## src/rtl/alu_seq_ctrl.sv

```systemverilog
// alu_seq_ctrl: sequencing front end for the 8-bit combinational ALU.
// Accepts one request, holds the ALU operands stable for SETTLE_CYCLES,
// samples the result and returns it with div0/neg status over a
// valid/ready response channel.
//
// state | meaning
// IDLE  | ready for a request; ALU inputs hold their last values
// WAIT  | ALU inputs frozen, settle counter running down to 1
// RESP  | response presented, waiting for rsp_ready
module alu_seq_ctrl #(
    parameter int SETTLE_CYCLES = 1,
    parameter int CNT_W         = 8
) (
    input  logic             clk,
    input  logic             rst_n,
    input  logic             req_valid,
    output logic             req_ready,
    input  logic [1:0]       req_op,
    input  logic [7:0]       req_a,
    input  logic [7:0]       req_b,
    output logic [1:0]       alu_op_code,
    output logic [7:0]       alu_a,
    output logic [7:0]       alu_b,
    input  logic [15:0]      alu_result,
    output logic             rsp_valid,
    input  logic             rsp_ready,
    output logic [15:0]      rsp_result,
    output logic             rsp_div0,
    output logic             rsp_neg,
    output logic [CNT_W-1:0] op_count,
    output logic             busy
);

    typedef enum logic [1:0] {
        IDLE = 2'd0,
        WAIT = 2'd1,
        RESP = 2'd2
    } state_t;

    localparam logic [3:0] SETTLE_LD = 4'(SETTLE_CYCLES);

    state_t           state_q;
    logic [3:0]       settle_q;
    logic [1:0]       op_q;
    logic [7:0]       a_q;
    logic [7:0]       b_q;
    logic             div0_q;
    logic             neg_q;
    logic [15:0]      result_q;
    logic             rsp_valid_q;
    logic             rsp_div0_q;
    logic             rsp_neg_q;
    logic [CNT_W-1:0] op_count_q;

    logic             div0_d;
    logic             neg_d;

    // Status flags are decided from the request operands at accept time,
    // independent of what the ALU returns.
    always_comb begin
        div0_d = (req_op == 2'b11) && (req_b == 8'd0);
        neg_d  = (req_op == 2'b01) && (req_a < req_b);
    end

    // Sequencer FSM with all outputs registered.
    always_ff @(posedge clk) begin
        if (!rst_n) begin
            state_q     <= IDLE;
            settle_q    <= 4'd0;
            op_q        <= 2'd0;
            a_q         <= 8'd0;
            b_q         <= 8'd0;
            div0_q      <= 1'b0;
            neg_q       <= 1'b0;
            result_q    <= 16'd0;
            rsp_valid_q <= 1'b0;
            rsp_div0_q  <= 1'b0;
            rsp_neg_q   <= 1'b0;
            op_count_q  <= '0;
        end else begin
            case (state_q)
                IDLE: begin
                    if (req_valid) begin
                        op_q     <= req_op;
                        a_q      <= req_a;
                        b_q      <= req_b;
                        div0_q   <= div0_d;
                        neg_q    <= neg_d;
                        settle_q <= SETTLE_LD;
                        state_q  <= WAIT;
                    end
                end
                WAIT: begin
                    settle_q <= settle_q - 4'd1;
                    if (settle_q == 4'd1) begin
                        result_q    <= alu_result;
                        rsp_div0_q  <= div0_q;
                        rsp_neg_q   <= neg_q;
                        rsp_valid_q <= 1'b1;
                        state_q     <= RESP;
                    end
                end
                RESP: begin
                    if (rsp_ready) begin
                        rsp_valid_q <= 1'b0;
                        rsp_div0_q  <= 1'b0;
                        rsp_neg_q   <= 1'b0;
                        op_count_q  <= op_count_q + 1'b1;
                        state_q     <= IDLE;
                    end
                end
                default: begin
                    state_q <= IDLE;
                end
            endcase
        end
    end

    // Handshake readiness derives only from state.
    always_comb begin
        req_ready = (state_q == IDLE);
        busy      = (state_q != IDLE);
    end

    assign alu_op_code = op_q;
    assign alu_a       = a_q;
    assign alu_b       = b_q;
    assign rsp_valid   = rsp_valid_q;
    assign rsp_result  = result_q;
    assign rsp_div0    = rsp_div0_q;
    assign rsp_neg     = rsp_neg_q;
    assign op_count    = op_count_q;

endmodule

```

## config.mk

```make
export PLATFORM = sky130hd
export DESIGN_NAME = alu_seq_ctrl
export DESIGN_NICKNAME = d
export VERILOG_FILES = /design/src/rtl/alu_seq_ctrl.sv
export SDC_FILE = /design/constraint.sdc
export NUM_CORES = 1
export LEC_CHECK = 0
export CORE_ASPECT_RATIO = 0.75
export CORE_UTILIZATION = 32
export CTS_CLUSTER_SIZE = 25
export DETAILED_ROUTE_END_ITERATION = 10
export SETUP_SLACK_MARGIN = 0.02
export SYNTH_ARGS = -nofsm -noshare
export SYNTH_HDL_FRONTEND = slang
export SYNTH_SLANG_ARGS = --single-unit
```

## constraint.sdc

```tcl
create_clock -name clk -period 2.8 [get_ports clk]
set_clock_uncertainty 0.1 [all_clocks]
set_input_delay 0.56 -clock clk [delete_from_list [all_inputs] [get_ports clk]]
set_output_delay 0.56 -clock clk [all_outputs]
set_load 0.03 [all_outputs]
```

# Yosys cells after proc, flatten, opt, wreduce, memory -nomap -nowiden

Index checks and enable logic that the tools add are counted.

Reduce and logical (&&, ||, !) cells: 13
Add/sub/neg operators: 2
Magnitude comparators: 1
Mux-type cells: 13
Eq/ne operators: 8

Operator list:

| kind                                                                  | number |
|---|---|
| 8-bit by 1-bit adder with 8-bit output, second input constant         | 1 |
| 8-bit zero test                                                       | 1 |
| 8-bit < comparator                                                    | 1 |
| 4-bit one-hot mux with 2 select lines                                 | 1 |
| 2-bit AND reduction                                                   | 4 |
| 2-bit two-way mux                                                     | 3 |
| 2-bit != test, second input constant                                  | 3 |
| 1-bit one-hot mux with 2 select lines                                 | 3 |
| 2-bit one-hot mux with 3 select lines                                 | 1 |
| 3-bit AND reduction                                                   | 2 |
| 2-bit nonzero test                                                    | 3 |
| 2-bit by 1-bit equality test with 1-bit output, second input constant | 2 |
| 2-bit equality test, second input constant                            | 2 |
| 4-bit by 1-bit equality test with 1-bit output, second input constant | 1 |
| 1-bit two-way mux                                                     | 4 |
| 4-bit two-way mux                                                     | 1 |
| 4-bit by 1-bit subtractor with 4-bit output, second input constant    | 1 |
| 1-bit logical AND                                                     | 2 |
| 2-bit zero test                                                       | 1 |

Input port bits: 38
Bits in registers: 53
Output and inout bits: 47
Logic and storage cells: 49

# Logic depth before layout (Yosys ltp)

Gate-level depths: netlist (run 1).

Word-level depth: 3
Depth in mapped cells: 8
Depth with buffers taken out: 6

# Least setup slack after synthesis (run 1)

OpenSTA, ideal clock, no wires.

Kind: input-to-reg
From: input req_b[1]
To: register neg_q
Data required time: 2.625 ns
Library setup time: 0.075 ns
Slack: 1.224 ns
Stages on the path: 5
Path buffers: 0
Arrival time: 1.401 ns
Cells stage by stage: inv_1 > ha_1 > a2111oi_0 > nor3_1 > o22ai_1

Longest elaborated chain between the ends: 2

Ends and longest elaborated chain:

| item                   | line | source |
|---|---|---|
| start: declaration     | 20   | `input logic [7:0] req_b,` |
| 8-bit < comparator     | 62   | `neg_d = (req_op == 2'b01) && (req_a < req_b);` |
| 1-bit logical AND      | 62   |  |
| end signal: assignment | 88   | `neg_q <= neg_d;` |
| end: declaration       | 48   | `logic neg_q;` |

Every way passes these cells.
A chain may end at the register's enable or synchronous reset.

# Worst setup path after layout (run 1)

From: register state_q[0]
To: output busy

Longest elaborated chain between the ends: 1

Ends and longest elaborated chain:

| item                     | line | source |
|---|---|---|
| start: declaration       | 42   | `state_t state_q;` |
| start signal: assignment | 68   | `state_q <= IDLE;` |
| start signal: assignment | 90   | `state_q <= WAIT;` |
| start signal: assignment | 100  | `state_q <= RESP;` |
| 2-bit nonzero test       | 122  | `busy = (state_q != IDLE);` |
| end: declaration         | 31   | `output logic busy` |

Every way passes these cells.

==> reports/results.tsv, run 1 <==
metric	value	unit
status	completed	
yosys.cell_count.top_type	nand2_1	
die_h	75.22	microns
synth_top_family_by_area	simple AND/OR/NAND/NOR gates	
wl	5655	microns
synth_common_cells	nand2_1 (76), dfxtp_1 (53), a21oi_1 (33)	
final_antenna_net_count	0	
grt_pass1_wl	9204	microns
timing.fmax	421.2	MHz
cp.required	2.14	ns
fillCellCount	687	
min_period_over_period	0.8480	
synth-simple-area-share	0.2549	
cts_root_buffer	clkbuf_8	
synthXorXnorAreaFrac	0.02298	
track_usage	0.1587	
clk_pin_slew_worst_paths	0.09	ns
post-cts-setup-buffers	0	
synth_nets	322	
worstSetupPathType	flip-flop to output port	
ys_ff_latch	53	
muxShareOfSynthArea	0.009847	
ys_types	40	
grt_overflow	0	
avgViaCountPerCell	4.499	
grt_start_max_net_pins	51	
setup_viol	0	
nets	401	
wl_per_cell	12.54	microns
grt_pass1_vias	1964	
cp-start-kind	flip-flop	
holdWs	0.3570	ns
io_buffers	84	
slew_violations	0	
htree_levels	2	
drive_above_1_share	0.07082	
finalInstanceArea	0.003262	sq mm
antenna_found_initial	0	
cp-end-kind	output port	
dp_hpwl	3891	microns
setup_tns	0	ns
synthAdderAreaFrac	0.05470	
synthArstFlopShare	0	
initial_core_util	0.3332	
rr_worst_depth	5	
pin_count	85	
cts_max_path_buffers	2	
power.density	492.6	mW/mm^2
area_delta_synth_final	42.61	%
die_x	99.62	microns
vdd_drop_max	0.2680	mV
yosys.area.top_type_share	0.4639	
tightestPinTransition	0.7114	ns
synth.largest_area_cell	dfxtp_1	
insertion_delay	0.30	ns
drtIter0Drc	61	
leakage	1.198	nW
vias	2029	
syn_avg_cell_area	8.347	sq um
cts_tree	done	
clock_sinks	53	
maxCapViolCount	0	
synth_edf_count	0	
post_dp_cell_area	0.003176	sq mm
syn_inst	274	
firstDrtPassIters	4	
yosys-top-cells-area	dfxtp_1 (46%), nand2_1 (12%), a21oi_1 (7.2%)	
slew-limit-headroom	0.5257	
postCtsHoldBufs	0	
core	0.006864	sq mm
pre_cts_ws	0.5990	ns
crit_path_max_fanout	11	
dieArea	0.007493	sq mm
hold_depth	2	
hold_viol	0	
ys_warn_count	0	
synth.yosys.seq_area_share	0.4639	
finalWeightedCongestion	0.7606	
crit_arrival	1.71	ns
synth_compound_area_frac	0.1362	
n_antenna_cell	0	
cts_resized	0	
drc	0	
fp-row-count	26	
cts_buffers	5	
rsz0062_at_grt	false	
timing.final.ws_setup	0.4256	ns
synthFlopType	dfxtp_1	
hold_class	flip-flop to flip-flop	
synthesis.area	0.002287	sq mm
finalCriticalPeriod	2.374	ns
power	1.607	mW
[sequential cells by signal (all words and copies together), names as in the netlist]
register	cells
rsp_result	16
alu_b	8
op_count	8
state_q	2
settle_q	4
alu_a	8
rsp_div0	1
neg_q	1
rsp_neg	1
div0_q	1
rsp_valid	1
alu_op_code	2
[cell families after synthesis]
group / after synthesis
multiplexers: 2
AO/OA/AOI/OAI: 52
XOR/XNOR: 6
flip-flops: 53
AND/OR/NAND/NOR: 126
adder cells (fa/ha/maj): 10
buffers and inverters: 25
[critical path, stage by stage, from the launching register on]
cell and delay [ns]:
dfxtp_1 0.61, nor2_4 0.09, inv_1 0.06, clkdlybuf4s50_1 0.65
[path summary, 6_finish.rpt]
| check | from | end | slack, ns |
|---|---|---|---|
| max reg2reg | settle_q[0] | rsp_result[9] | 0.88 |
| min | alu_a[1] | alu_a[1] | 0.36 |
| max | state_q[0] | busy | 0.43 |
| min reg2reg | alu_a[1] | alu_a[1] | 0.36 |
[final cells by class]
class | instances | area, sq um | share of cell area
Timing Repair Buffer | 86 | 855.8 | 0.2624
Sequential cell | 53 | 1061 | 0.3253
Clock buffer | 7 | 86.33 | 0.02647
Multi-Input combinational cell | 196 | 1095 | 0.3356
Tap cell | 98 | 122.6 | 0.03759
Inverter | 11 | 41.29 | 0.01266
[layer usage]
layer  vias up  global-route usage  part of all wire
li1       1058                   -                 -
met1       907              0.2090              0.52
met2        60              0.2546              0.40
met3         4             0.05200             0.070
met4         0             0.03922            0.0058
met5         -                   0                 0
[layout by cell type (no fill, tap or decap), types with 4 or more instances in the layout]
master	instances
a21oi_1	33
a21oi_2	8
clkbuf_8	6
clkdlybuf4s50_1	84
dfxtp_1	53
ha_1	10
inv_1	10
nand2_1	76
nand4_1	7
nor2_1	19
nor3_1	4
[where the power goes]
group          switching [mW]  total, mW  internal [mW]
clock                   0.241      0.438          0.197
combinational           0.187      0.348          0.161
sequential             0.0293      0.820          0.791
total                   0.458       1.61           1.15
[through the flow]
step | util | instances
final | 0.4752 | 451
after global routing | 0.4752 | 451
after CTS | 0.4752 | 451
after detailed placement | 0.4626 | 444
after global placement | 0.4626 | 444
after floorplan | - | 274
Note: power is estimated with default switching activity, not from simulation.
==> run 2, diff against run 1 <==
==> constraint.sdc (replaced) <==
create_clock -name clk -period 2.1 [get_ports clk]
set_clock_uncertainty 0.1 [all_clocks]
set_input_delay 0.42 -clock clk [delete_from_list [all_inputs] [get_ports clk]]
set_output_delay 0.42 -clock clk [all_outputs]
set_load 0.03 [all_outputs]
==> reports/results.tsv, run 2 (synthesis gave the netlist of run 1 again) <==
metric	value	unit	change
cts_max_path_buffers	2		unchanged
pin_count	85		unchanged
slew-limit-headroom	0.7266		+0.2009
nets	407		+1.5%
hold_viol	0		unchanged
cp_slowest_cell	clkdlybuf4s50_1		
cts_tree	done		
die_h	75.22	microns	unchanged
insertion_delay	0.29	ns	about the same
final_cell_mix	clkdlybuf4s50_1 (84), nand2_1 (76), dfxtp_1 (53)		
setup_tns	0	ns	unchanged
grt_pass1_vias	2082		+6.0%
sw_frac_of_total	0.2799		-0.004995
track_usage	0.1625		+0.003777
area_delta_synth_final	44.58	%	
tightestPinTransition	0.3997	ns	-0.3117 ns
rsz0062_at_grt	false		
n_antenna_cell	0		unchanged
wl	5646	microns	-0.16%
clk_pin_slew_worst_paths	0.09	ns	about the same
dp_hpwl	4027	microns	+3.5%
io_buffers	84		unchanged
clkPwrFrac	0.267		-0.006
rr_worst_depth	6		+1
htree_levels	2		unchanged
grt_overflow	0		unchanged
cts_resized	0		unchanged
grt_start_max_net_pins	35		-31%
fp-row-count	26		unchanged
finalCriticalPeriod	1.993	ns	
firstDrtPassIters	4		unchanged
core	0.006864	sq mm	unchanged
timing.fmax	501.8	MHz	
power.density	647.2	mW/mm^2	+31%
leakage	1.228	nW	+2.5%
maxCapViolCount	0		unchanged
postCtsHoldBufs	0		unchanged
crit_arrival	1.47	ns	-0.24 ns
finalWeightedCongestion	0.7864		+3.4%
final_antenna_net_count	0		unchanged
hold_depth	2		unchanged
instances_no_fill	457		+1.3%
power_switching	0.5990	mW	+31%
slew_violations	0		unchanged
power_frac_seq	0.507		-0.004
dp_cells	450		+1.4%
internal-power	1.541	mW	+34%
largest_register_ffs	16		unchanged
status	completed		
worst_path_dominant_cell_family	buffers and inverters		
vdd_drop_max	0.3473	mV	+30%
comb_power_share	0.226		+0.009
hold_class	flip-flop to flip-flop		
worstSetupPathType	flip-flop to output port		
crit_cells	2		-1
cp-end-kind	output port		
final_common_cell	clkdlybuf4s50_1		
slowest_delay	0.69	ns	+0.04 ns
setup_viol	0		unchanged
cp.required	1.58	ns	-0.56 ns
cts_root_buffer	clkbuf_8		
drive_above_1_share	0.08635		+0.01553
grt_pass1_wl	9611	microns	+4.4%
vias	2084		+2.7%
initial_core_util	0.3332		unchanged
crit_path_max_fanout	4		-7
min_period_over_period	0.9489		
avgViaCountPerCell	4.560		+1.4%
clock_sinks	53		unchanged
wl_per_cell	12.35	microns	-1.5%
antenna_found_initial	0		unchanged
drtIter0Drc	101		+66%
cp_num_buf_inv	1		-1
crit_chain	nor2_4 -> clkdlybuf4s50_1		
drc	0		unchanged
die_x	99.62	microns	unchanged
post-cts-setup-buffers	0		unchanged
cts_buffers	5		unchanged
cp-start-kind	flip-flop		
dieArea	0.007493	sq mm	unchanged
## run 2: layout make-up
class / instances / area [sq um]
fillers: 690 / 3557
multi-input cells: 196 / 1095
flip-flops and latches: 53 / 1061
repair buffers: 92 / 900.9
well taps: 98 / 122.6
clock buffers: 7 / 86.33
inverters: 11 / 41.29
## run 2: layer usage
metal,global-route usage,share of wire
met3,0.05571,0.070
met4,0.03431,0.0060
met1,0.2194,0.51
met5,0,0
met2,0.2539,0.41
## run 2: worst reg2reg max path, stage by stage, from the launching register on
cell,delay (ns)
dfxtp_1,0.41
ha_1,0.16
nor3b_2,0.23
nand3b_2,0.27
buf_4,0.26
nand2_1,0.07
a21oi_1,0.06
## run 2: power groups by stage
stage,sequential [mW],combinational (mW),clock (mW)
floorplan,1.18,0.208,0
global placement,1.11,0.482,0
detailed placement,1.11,0.488,0
CTS,1.09,0.489,0.596
global route,1.09,0.530,0.638
finish,1.09,0.484,0.570
## run 2: path summary, 6_finish.rpt
| path | from | to | slack (ns) |
|---|---|---|---|
| worst max-delay path | state_q[0] | req_ready | 0.11 |
| worst min register to register | alu_b[1] | alu_b[1] | 0.36 |
| worst max register to register | settle_q[0] | rsp_result[4] | 0.42 |
| worst min-delay path | alu_b[1] | alu_b[1] | 0.36 |
## run 2: through the flow
step	total power, mW	hold slack, ns	setup slack (ns)	utilization	instance area (sq um)
4_1_cts	2.171	0.3587	0.08913	0.4818	3307
3_3_place_gp	1.590	0.3408	0.1039	0.4692	3221
2_1_floorplan	1.388	0.3366	0.6329	-	2287
5_1_grt	2.261	0.3821	0.04799	0.4818	3307
3_5_place_dp	1.597	0.3472	0.03422	0.4692	3221
6_report	2.140	0.3562	0.1073	0.4818	3307
